$ cat src/rtl/axi4l_regfile_if.sv
// AXI4-Lite bus bundle shared between the bridge (master) and register banks (slave).
// Latency: none, wires only.
// Backpressure: carried by the per-channel valid/ready pairs.
interface axi4l_if #(
    parameter int ADDR_WIDTH = 32,
    parameter int DATA_WIDTH = 32
);
    // Write address channel
    logic [ADDR_WIDTH-1:0]   awaddr;
    logic                    awvalid;
    logic                    awready;
    // Write data channel
    logic [DATA_WIDTH-1:0]   wdata;
    logic [DATA_WIDTH/8-1:0] wstrb;
    logic                    wvalid;
    logic                    wready;
    // Write response channel
    logic [1:0]              bresp;
    logic                    bvalid;
    logic                    bready;
    // Read address channel
    logic [ADDR_WIDTH-1:0]   araddr;
    logic                    arvalid;
    logic                    arready;
    // Read data channel
    logic [DATA_WIDTH-1:0]   rdata;
    logic [1:0]              rresp;
    logic                    rvalid;
    logic                    rready;

    modport slave (
        input  awaddr, awvalid, wdata, wstrb, wvalid, bready, araddr, arvalid, rready,
        output awready, wready, bresp, bvalid, arready, rdata, rresp, rvalid
    );

    modport master (
        output awaddr, awvalid, wdata, wstrb, wvalid, bready, araddr, arvalid, rready,
        input  awready, wready, bresp, bvalid, arready, rdata, rresp, rvalid
    );
endinterface

$ cat src/rtl/axi4l_regfile.sv
// AXI4-Lite slave bank of NUM_REGS byte-writable control registers, exported flat on REGS_OUT.
// Latency: write visible on REGS_OUT 2 cycles after the later of AW/W handshakes; read data 1 cycle after AR.
// Backpressure: one outstanding op per direction; AW/W held off until B accepted, AR held off until R accepted.
// Optional: define AXI4L_REGFILE_WPULSE_EN to add WR_PULSE, a per-register one-cycle write strobe.
module axi4l_regfile #(
    parameter int                    ADDR_WIDTH  = 32,
    parameter int                    DATA_WIDTH  = 32,
    parameter int                    NUM_REGS    = 16,
    parameter logic [DATA_WIDTH-1:0] RESET_VALUE = '0
) (
    input  logic                           CLK,
    input  logic                           RSTN,
    axi4l_if.slave                         AXI4LITE_PORT,
    output logic [NUM_REGS*DATA_WIDTH-1:0] REGS_OUT
`ifdef AXI4L_REGFILE_WPULSE_EN
    ,
    output logic [NUM_REGS-1:0]            WR_PULSE
`endif
);

    localparam int STRB_W   = DATA_WIDTH / 8;
    localparam int ADDR_LSB = $clog2(STRB_W);
    localparam logic [ADDR_WIDTH-1:0] NUM_REGS_A = ADDR_WIDTH'(NUM_REGS);

    localparam logic [1:0] RESP_OKAY   = 2'b00;
    localparam logic [1:0] RESP_SLVERR = 2'b10;

    // Register storage
    logic [DATA_WIDTH-1:0] regs [NUM_REGS];

    // Write-side held state: AW and W are captured independently
    logic                  aw_held;
    logic                  w_held;
    logic [ADDR_WIDTH-1:0] awaddr_q;
    logic [DATA_WIDTH-1:0] wdata_q;
    logic [STRB_W-1:0]     wstrb_q;
    logic                  bvalid_q;
    logic [1:0]            bresp_q;

    // Read-side state
    logic                  rvalid_q;
    logic [1:0]            rresp_q;
    logic [DATA_WIDTH-1:0] rdata_q;

    // Decode and handshake terms
    logic                  awready_c;
    logic                  wready_c;
    logic                  arready_c;
    logic                  aw_hs;
    logic                  w_hs;
    logic                  b_hs;
    logic                  ar_hs;
    logic                  r_hs;
    logic                  commit;
    logic [ADDR_WIDTH-1:0] wr_idx;
    logic                  wr_in_range;
    logic [ADDR_WIDTH-1:0] rd_idx;
    logic                  rd_in_range;
    logic [DATA_WIDTH-1:0] rd_val;

    // Readies come only from flops. Holding awready/wready low until bvalid drops
    // keeps the write path to one outstanding transaction.
    assign awready_c = !aw_held && !bvalid_q;
    assign wready_c  = !w_held  && !bvalid_q;
    assign arready_c = !rvalid_q;

    assign aw_hs = AXI4LITE_PORT.awvalid && awready_c;
    assign w_hs  = AXI4LITE_PORT.wvalid  && wready_c;
    assign b_hs  = bvalid_q && AXI4LITE_PORT.bready;
    assign ar_hs = AXI4LITE_PORT.arvalid && arready_c;
    assign r_hs  = rvalid_q && AXI4LITE_PORT.rready;

    // Commit once both halves are held; bvalid_q guards against a second commit
    // while the response for this one is still waiting.
    assign commit      = aw_held && w_held && !bvalid_q;
    assign wr_idx      = awaddr_q >> ADDR_LSB;
    assign wr_in_range = (wr_idx < NUM_REGS_A);

    assign rd_idx      = AXI4LITE_PORT.araddr >> ADDR_LSB;
    assign rd_in_range = (rd_idx < NUM_REGS_A);

    // Drive the slave-side outputs of the bus
    assign AXI4LITE_PORT.awready = awready_c;
    assign AXI4LITE_PORT.wready  = wready_c;
    assign AXI4LITE_PORT.bvalid  = bvalid_q;
    assign AXI4LITE_PORT.bresp   = bresp_q;
    assign AXI4LITE_PORT.arready = arready_c;
    assign AXI4LITE_PORT.rvalid  = rvalid_q;
    assign AXI4LITE_PORT.rresp   = rresp_q;
    assign AXI4LITE_PORT.rdata   = rdata_q;

    // Capture the write address and hold it until the commit consumes it
    always_ff @(posedge CLK) begin
        if (!RSTN) begin
            aw_held  <= 1'b0;
            awaddr_q <= '0;
        end else if (aw_hs) begin
            aw_held  <= 1'b1;
            awaddr_q <= AXI4LITE_PORT.awaddr;
        end else if (commit) begin
            aw_held  <= 1'b0;
        end
    end

    // Capture the write data/strobes and hold them until the commit consumes them
    always_ff @(posedge CLK) begin
        if (!RSTN) begin
            w_held  <= 1'b0;
            wdata_q <= '0;
            wstrb_q <= '0;
        end else if (w_hs) begin
            w_held  <= 1'b1;
            wdata_q <= AXI4LITE_PORT.wdata;
            wstrb_q <= AXI4LITE_PORT.wstrb;
        end else if (commit) begin
            w_held  <= 1'b0;
        end
    end

    // Raise the write response after a commit and hold it until accepted
    always_ff @(posedge CLK) begin
        if (!RSTN) begin
            bvalid_q <= 1'b0;
            bresp_q  <= RESP_OKAY;
        end else if (commit) begin
            bvalid_q <= 1'b1;
            bresp_q  <= wr_in_range ? RESP_OKAY : RESP_SLVERR;
        end else if (b_hs) begin
            bvalid_q <= 1'b0;
        end
    end

    // Byte-lane update of the addressed register; out-of-range commits touch nothing
    always_ff @(posedge CLK) begin
        if (!RSTN) begin
            for (int i = 0; i < NUM_REGS; i++) begin
                regs[i] <= RESET_VALUE;
            end
        end else if (commit && wr_in_range) begin
            for (int i = 0; i < NUM_REGS; i++) begin
                if (wr_idx == ADDR_WIDTH'(i)) begin
                    for (int k = 0; k < STRB_W; k++) begin
                        if (wstrb_q[k]) begin
                            regs[i][8*k +: 8] <= wdata_q[8*k +: 8];
                        end
                    end
                end
            end
        end
    end

    // Read mux over the current register flops; a same-cycle commit is not yet visible here
    always_comb begin
        rd_val = '0;
        for (int i = 0; i < NUM_REGS; i++) begin
            if (rd_idx == ADDR_WIDTH'(i)) begin
                rd_val = regs[i];
            end
        end
    end

    // Register read data on AR and hold it stable until R is accepted
    always_ff @(posedge CLK) begin
        if (!RSTN) begin
            rvalid_q <= 1'b0;
            rresp_q  <= RESP_OKAY;
            rdata_q  <= '0;
        end else if (ar_hs) begin
            rvalid_q <= 1'b1;
            rresp_q  <= rd_in_range ? RESP_OKAY : RESP_SLVERR;
            rdata_q  <= rd_in_range ? rd_val : '0;
        end else if (r_hs) begin
            rvalid_q <= 1'b0;
        end
    end

    // Flatten the register array onto the datapath export
    genvar g;
    generate
        for (g = 0; g < NUM_REGS; g++) begin : g_regs_out
            assign REGS_OUT[g*DATA_WIDTH +: DATA_WIDTH] = regs[g];
        end
    endgenerate

`ifdef AXI4L_REGFILE_WPULSE_EN
    // One-cycle strobe per in-range commit, landing with the new value on REGS_OUT
    always_ff @(posedge CLK) begin
        if (!RSTN) begin
            WR_PULSE <= '0;
        end else begin
            WR_PULSE <= '0;
            if (commit && wr_in_range) begin
                for (int i = 0; i < NUM_REGS; i++) begin
                    if (wr_idx == ADDR_WIDTH'(i)) begin
                        WR_PULSE[i] <= 1'b1;
                    end
                end
            end
        end
    end
`endif

endmodule

$ cat src/flat_wrapper.sv
// flat-port wrapper written by rule: the top's interface ports become plain ports
module axi4l_regfile_flat 
#(
    parameter int                    ADDR_WIDTH  = 32,
    parameter int                    DATA_WIDTH  = 32,
    parameter int                    NUM_REGS    = 16,
    parameter logic [DATA_WIDTH-1:0] RESET_VALUE = '0
)
  (CLK, RSTN, REGS_OUT, AXI4LITE_PORT_awaddr, AXI4LITE_PORT_awvalid, AXI4LITE_PORT_wdata, AXI4LITE_PORT_wstrb, AXI4LITE_PORT_wvalid, AXI4LITE_PORT_bready, AXI4LITE_PORT_araddr, AXI4LITE_PORT_arvalid, AXI4LITE_PORT_rready, AXI4LITE_PORT_awready, AXI4LITE_PORT_wready, AXI4LITE_PORT_bresp, AXI4LITE_PORT_bvalid, AXI4LITE_PORT_arready, AXI4LITE_PORT_rdata, AXI4LITE_PORT_rresp, AXI4LITE_PORT_rvalid);
  axi4l_if #(.ADDR_WIDTH(ADDR_WIDTH), .DATA_WIDTH(DATA_WIDTH)) AXI4LITE_PORT_i ();
  input  logic CLK;
  input  logic RSTN;
  output logic [NUM_REGS*DATA_WIDTH-1:0] REGS_OUT;
  input wire logic [$bits(AXI4LITE_PORT_i.awaddr)-1:0] AXI4LITE_PORT_awaddr;
  input wire logic [$bits(AXI4LITE_PORT_i.awvalid)-1:0] AXI4LITE_PORT_awvalid;
  input wire logic [$bits(AXI4LITE_PORT_i.wdata)-1:0] AXI4LITE_PORT_wdata;
  input wire logic [$bits(AXI4LITE_PORT_i.wstrb)-1:0] AXI4LITE_PORT_wstrb;
  input wire logic [$bits(AXI4LITE_PORT_i.wvalid)-1:0] AXI4LITE_PORT_wvalid;
  input wire logic [$bits(AXI4LITE_PORT_i.bready)-1:0] AXI4LITE_PORT_bready;
  input wire logic [$bits(AXI4LITE_PORT_i.araddr)-1:0] AXI4LITE_PORT_araddr;
  input wire logic [$bits(AXI4LITE_PORT_i.arvalid)-1:0] AXI4LITE_PORT_arvalid;
  input wire logic [$bits(AXI4LITE_PORT_i.rready)-1:0] AXI4LITE_PORT_rready;
  output wire logic [$bits(AXI4LITE_PORT_i.awready)-1:0] AXI4LITE_PORT_awready;
  output wire logic [$bits(AXI4LITE_PORT_i.wready)-1:0] AXI4LITE_PORT_wready;
  output wire logic [$bits(AXI4LITE_PORT_i.bresp)-1:0] AXI4LITE_PORT_bresp;
  output wire logic [$bits(AXI4LITE_PORT_i.bvalid)-1:0] AXI4LITE_PORT_bvalid;
  output wire logic [$bits(AXI4LITE_PORT_i.arready)-1:0] AXI4LITE_PORT_arready;
  output wire logic [$bits(AXI4LITE_PORT_i.rdata)-1:0] AXI4LITE_PORT_rdata;
  output wire logic [$bits(AXI4LITE_PORT_i.rresp)-1:0] AXI4LITE_PORT_rresp;
  output wire logic [$bits(AXI4LITE_PORT_i.rvalid)-1:0] AXI4LITE_PORT_rvalid;
  assign AXI4LITE_PORT_i.awaddr = AXI4LITE_PORT_awaddr;
  assign AXI4LITE_PORT_i.awvalid = AXI4LITE_PORT_awvalid;
  assign AXI4LITE_PORT_i.wdata = AXI4LITE_PORT_wdata;
  assign AXI4LITE_PORT_i.wstrb = AXI4LITE_PORT_wstrb;
  assign AXI4LITE_PORT_i.wvalid = AXI4LITE_PORT_wvalid;
  assign AXI4LITE_PORT_i.bready = AXI4LITE_PORT_bready;
  assign AXI4LITE_PORT_i.araddr = AXI4LITE_PORT_araddr;
  assign AXI4LITE_PORT_i.arvalid = AXI4LITE_PORT_arvalid;
  assign AXI4LITE_PORT_i.rready = AXI4LITE_PORT_rready;
  assign AXI4LITE_PORT_awready = AXI4LITE_PORT_i.awready;
  assign AXI4LITE_PORT_wready = AXI4LITE_PORT_i.wready;
  assign AXI4LITE_PORT_bresp = AXI4LITE_PORT_i.bresp;
  assign AXI4LITE_PORT_bvalid = AXI4LITE_PORT_i.bvalid;
  assign AXI4LITE_PORT_arready = AXI4LITE_PORT_i.arready;
  assign AXI4LITE_PORT_rdata = AXI4LITE_PORT_i.rdata;
  assign AXI4LITE_PORT_rresp = AXI4LITE_PORT_i.rresp;
  assign AXI4LITE_PORT_rvalid = AXI4LITE_PORT_i.rvalid;
  axi4l_regfile #(.ADDR_WIDTH(ADDR_WIDTH), .DATA_WIDTH(DATA_WIDTH), .NUM_REGS(NUM_REGS), .RESET_VALUE(RESET_VALUE)) u_core (.CLK(CLK), .RSTN(RSTN), .AXI4LITE_PORT(AXI4LITE_PORT_i), .REGS_OUT(REGS_OUT));
endmodule
$ cat config.mk
export PLATFORM = sky130hd
export DESIGN_NAME = axi4l_regfile_flat
export DESIGN_NICKNAME = d
export VERILOG_FILES = /design/src/rtl/axi4l_regfile_if.sv /design/src/rtl/axi4l_regfile.sv /design/src/flat_wrapper.sv
export SDC_FILE = /design/constraint.sdc
export NUM_CORES = 1
export LEC_CHECK = 0
export CAP_MARGIN = 10
export CELL_PAD_IN_SITES_DETAIL_PLACEMENT = 1
export CELL_PAD_IN_SITES_GLOBAL_PLACEMENT = 1
export CORE_MARGIN = 3
export CORE_UTILIZATION = 42
export CTS_CLUSTER_SIZE = 40
export DETAILED_ROUTE_END_ITERATION = 10
export MAX_ROUTING_LAYER = met4
export PLACE_DENSITY = 0.83
export SYNTH_ARGS = -nofsm -noshare
export SYNTH_HDL_FRONTEND = slang
export SYNTH_SLANG_ARGS = --single-unit
export TNS_END_PERCENT = 30
$ cat constraint.sdc
create_clock -name CLK -period 4.8 [get_ports CLK]
set_input_delay 1.44 -clock CLK [delete_from_list [all_inputs] [get_ports CLK]]
set_output_delay 1.44 -clock CLK [all_outputs]
set_load 0.03 [all_outputs]
==> metrics.txt <==
die height=257.1 um; initial antenna violation count=9; cts bufs inserted=69; CP Data Arrival Time=4.77 ns; mean number of vias per cell=about 6.3; Setup crit start kind=primary input; final setup violation count=0; crit end category=flip-flop; DP HPWL=106700 um; Clock Skew=0.01802 ns; Synth Instances=2319; Pleak=between 10 and 15 nW; RSZ-0062 raised after global routing=no; # hold bufs at CTS=0; Seq/Total Area, Yosys=0.6590; register bit total from synthesis=616; setup_tns=0 ns; Unique masters post-synth=72; starting DRC count in detailed routing=3624; worst hold path class=flip-flop to flip-flop; htree depth=3; CP Launch Point=AXI4LITE_PORT_araddr[9]; worst r2r path cells=6; HP Start=u_core.awaddr_q[7]; Peak supply drop=about 350 uV; Post-synth top flop=edfxtp_1; largest net degree at the start of global routing=104; cell taking the most area after synthesis=edfxtp_1; core footprint=around 62000 um2; Post-CTS Setup Bufs=0; max-capacitance violation count=0; outcome=finished, final reports clean; reg-to-reg startpoint=u_core.awaddr_q[8]; DRT Pass-1 Iters=5; Synth-to-Final Area Change=38.75%; share of cells above drive strength 1=0.1002; EDFF count, synth=just over 500; first-pass GRT wire length=190200 um; # rows=91; drt total wl=137000 um; P per Cell Area=359.2 nW/um2; WL/cell=around 35 um; ranking of synthesized cells by area=edfxtp_1 (58%), dfxtp_1 (7.9%), nor2_1 (5.4%), nand2_1 (5.2%), a21oi_1 (2.8%); RePlAce Congestion=~0.98; Vias=24.70k; Post-synth ARST share=0; Port Buffer Count=roughly 650; number of synthesis warnings=0; worst-path maximum fanout=18; Final Hold Vio Count=0; die area=between 60000 and 70000 um2; Crit Path Class=primary input to flip-flop; CTS Buffer Depth=3; Max stage delay on crit path=~0.48 ns; Yosys top cell area share=0.5804; RR Endpoint=u_core.regs[1][21]; max-slew violations=0; DRT antenna net count=0; clk slew on worst S/H paths=0.06 ns; CTS sink count=just over 600; # DRC=0; Req. time, crit path=5.29 ns; Peak Freq=233.6 MHz; crit path max-delay cell type=o221ai_1; CTS tree=yes; IO Pins=660; Worst-Skew Late Latency=0.62 ns; part of the cycle the worst path needs=0.8918; Initial Util=0.4269; syn avg cell area=11.42 um2; GR Overflow Total=0; most common cell after layout, fill and taps aside=clkdlybuf4s50_1; reg2reg setup slack=~1 ns; synthesized area=26490 um2; Tmin final=around 4.3 ns; hold slack=0.4532 ns; clock root buffer=clkbuf_16; cell repeated most along the worst path=buf_4; nets=3119; vias in the first global route=24.69k; gr usage total=0.4143; Slew @ Worst Pin=1.074 ns; worst setup path endpoint=u_core.AXI4LITE_PORT.rdata[30]; cells along the critical path=clkdlybuf4s50_1 > nor4_4 > buf_4 > nand3_2 > nor3_4 > buf_4 > nand2_1 > o221ai_1 > a2111oi_0 > o21a_1; most frequent cells in the layout=clkdlybuf4s50_1 (650), edfxtp_1 (512), nor2_1 (380); Slew HR=0.2795; die width=257.1 um; post_cts resized=0
==> flip-flops by register name (all words and copies together) (netlist names) <==
signal and flops:
u_core.wdata_q 32, u_core.w_held 1, u_core.AXI4LITE_PORT.rvalid 1, u_core.aw_held 1
u_core.wstrb_q 4, u_core.AXI4LITE_PORT.rdata 32, u_core.AXI4LITE_PORT.rresp 1, u_core.regs 512
u_core.AXI4LITE_PORT.bresp 1, u_core.awaddr_q 30, u_core.AXI4LITE_PORT.bvalid 1
==> worst max-delay path, delay by kind of cell <==
| family | cells | cell delay (ns) |
|---|---|---|
| compound gates | 3 | 0.90 |
| buf+inv | 3 | 1.02 |
| simple gates | 4 | 1.39 |
==> metal layers <==
layer  wire, um  up-vias  GRT usage
li1           -     9885          -
met1      49770    12494     0.5133
met2      63890     1976     0.6469
met3      16210      342     0.1076
met4       7081        0     0.1753
met5          0        -          -
==> synthesized netlist by cell type (all sizes together), types with 3 or more instances <==
library cell,n
or4,4
a22oi,28
nor2,384
edfxtp,512
nand2b,8
buf,51
mux4,7
mux2i,36
a221o,6
and4,3
a221oi,41
mux2,32
a21oi,146
o31a,5
or3,14
or2,6
a32oi,6
a22o,5
o22ai,28
nand4,13
o2bb2ai,4
clkbuf,98
a211oi,7
o21ai,108
nand3,42
and3,11
a2bb2oi,7
dfxtp,104
inv,53
nor3,48
a222oi,4
nor2b,6
o211ai,20
a211o,12
o221ai,22
a21o,3
a2111oi,4
nand2,367
and2,8
nor4,28
o311a,3
==> power breakdown <==
part	switching, W	internal (W)	total, W
registers	0.000233	0.00602	0.00625
logic	0.00100	0.000517	0.00152
clock network	0.00221	0.00322	0.00543
==> cell type report <==
cell class / instances / area [um2]
flip-flops and latches: 616 / 17460
clock inverters: 34 / 335.3
diodes: 9 / 22.52
well taps: 837 / 1047
repair buffers: 770 / 7520
multi-input cells: 1502 / 8237
fillers: 6384 / 25300
inverters: 53 / 200.2
clock buffers: 88 / 1934
==> cell families (layout without fill, tap and decap cells) <==
logic type / count (synthesis) / after routing / synth area share
mux: 75 / 75 / 0.03316
compound gates: 477 / 477 / 0.1182
other cells: 1 / 11 / 0.0001416
flops: 616 / 616 / 0.6590
buf+inv: 202 / 945 / 0.03113
simple gates: 948 / 948 / 0.1583
==> per-stage QoR <==
| step | cells | setup WS (ns) | power [W] | utilization | area, um2 |
|---|---|---|---|---|---|
| final | 3909 | 0.5194 | 0.01320 | 0.5923 | 36750 |
| after global routing | 3908 | 0.5887 | 0.01349 | 0.5922 | 36750 |
| after CTS | 3900 | 0.6808 | 0.01319 | 0.5919 | 36730 |
| after detailed placement | 3778 | 0.09207 | 0.007846 | 0.5553 | 34460 |
| after global placement | 3778 | 0.2334 | 0.007807 | 0.5553 | 34460 |
| after floorplan | 2320 | 1.296 | 0.006998 | - | 26490 |
==> worst min path at each step <==
| stage | depth (start not counted) | slack, ns | to |
|---|---|---|---|
| after global routing | 2 | 0.48 | u_core.awaddr_q[7] |
| after global placement | 2 | 0.44 | u_core.awaddr_q[7] |
| after CTS | 2 | 0.46 | u_core.awaddr_q[7] |
| after floorplan | 2 | 0.43 | u_core.awaddr_q[21] |
| after detailed placement | 2 | 0.45 | u_core.wdata_q[4] |
| final | 2 | 0.45 | u_core.awaddr_q[7] |
No activity file was read; power rests on OpenSTA's default activity.
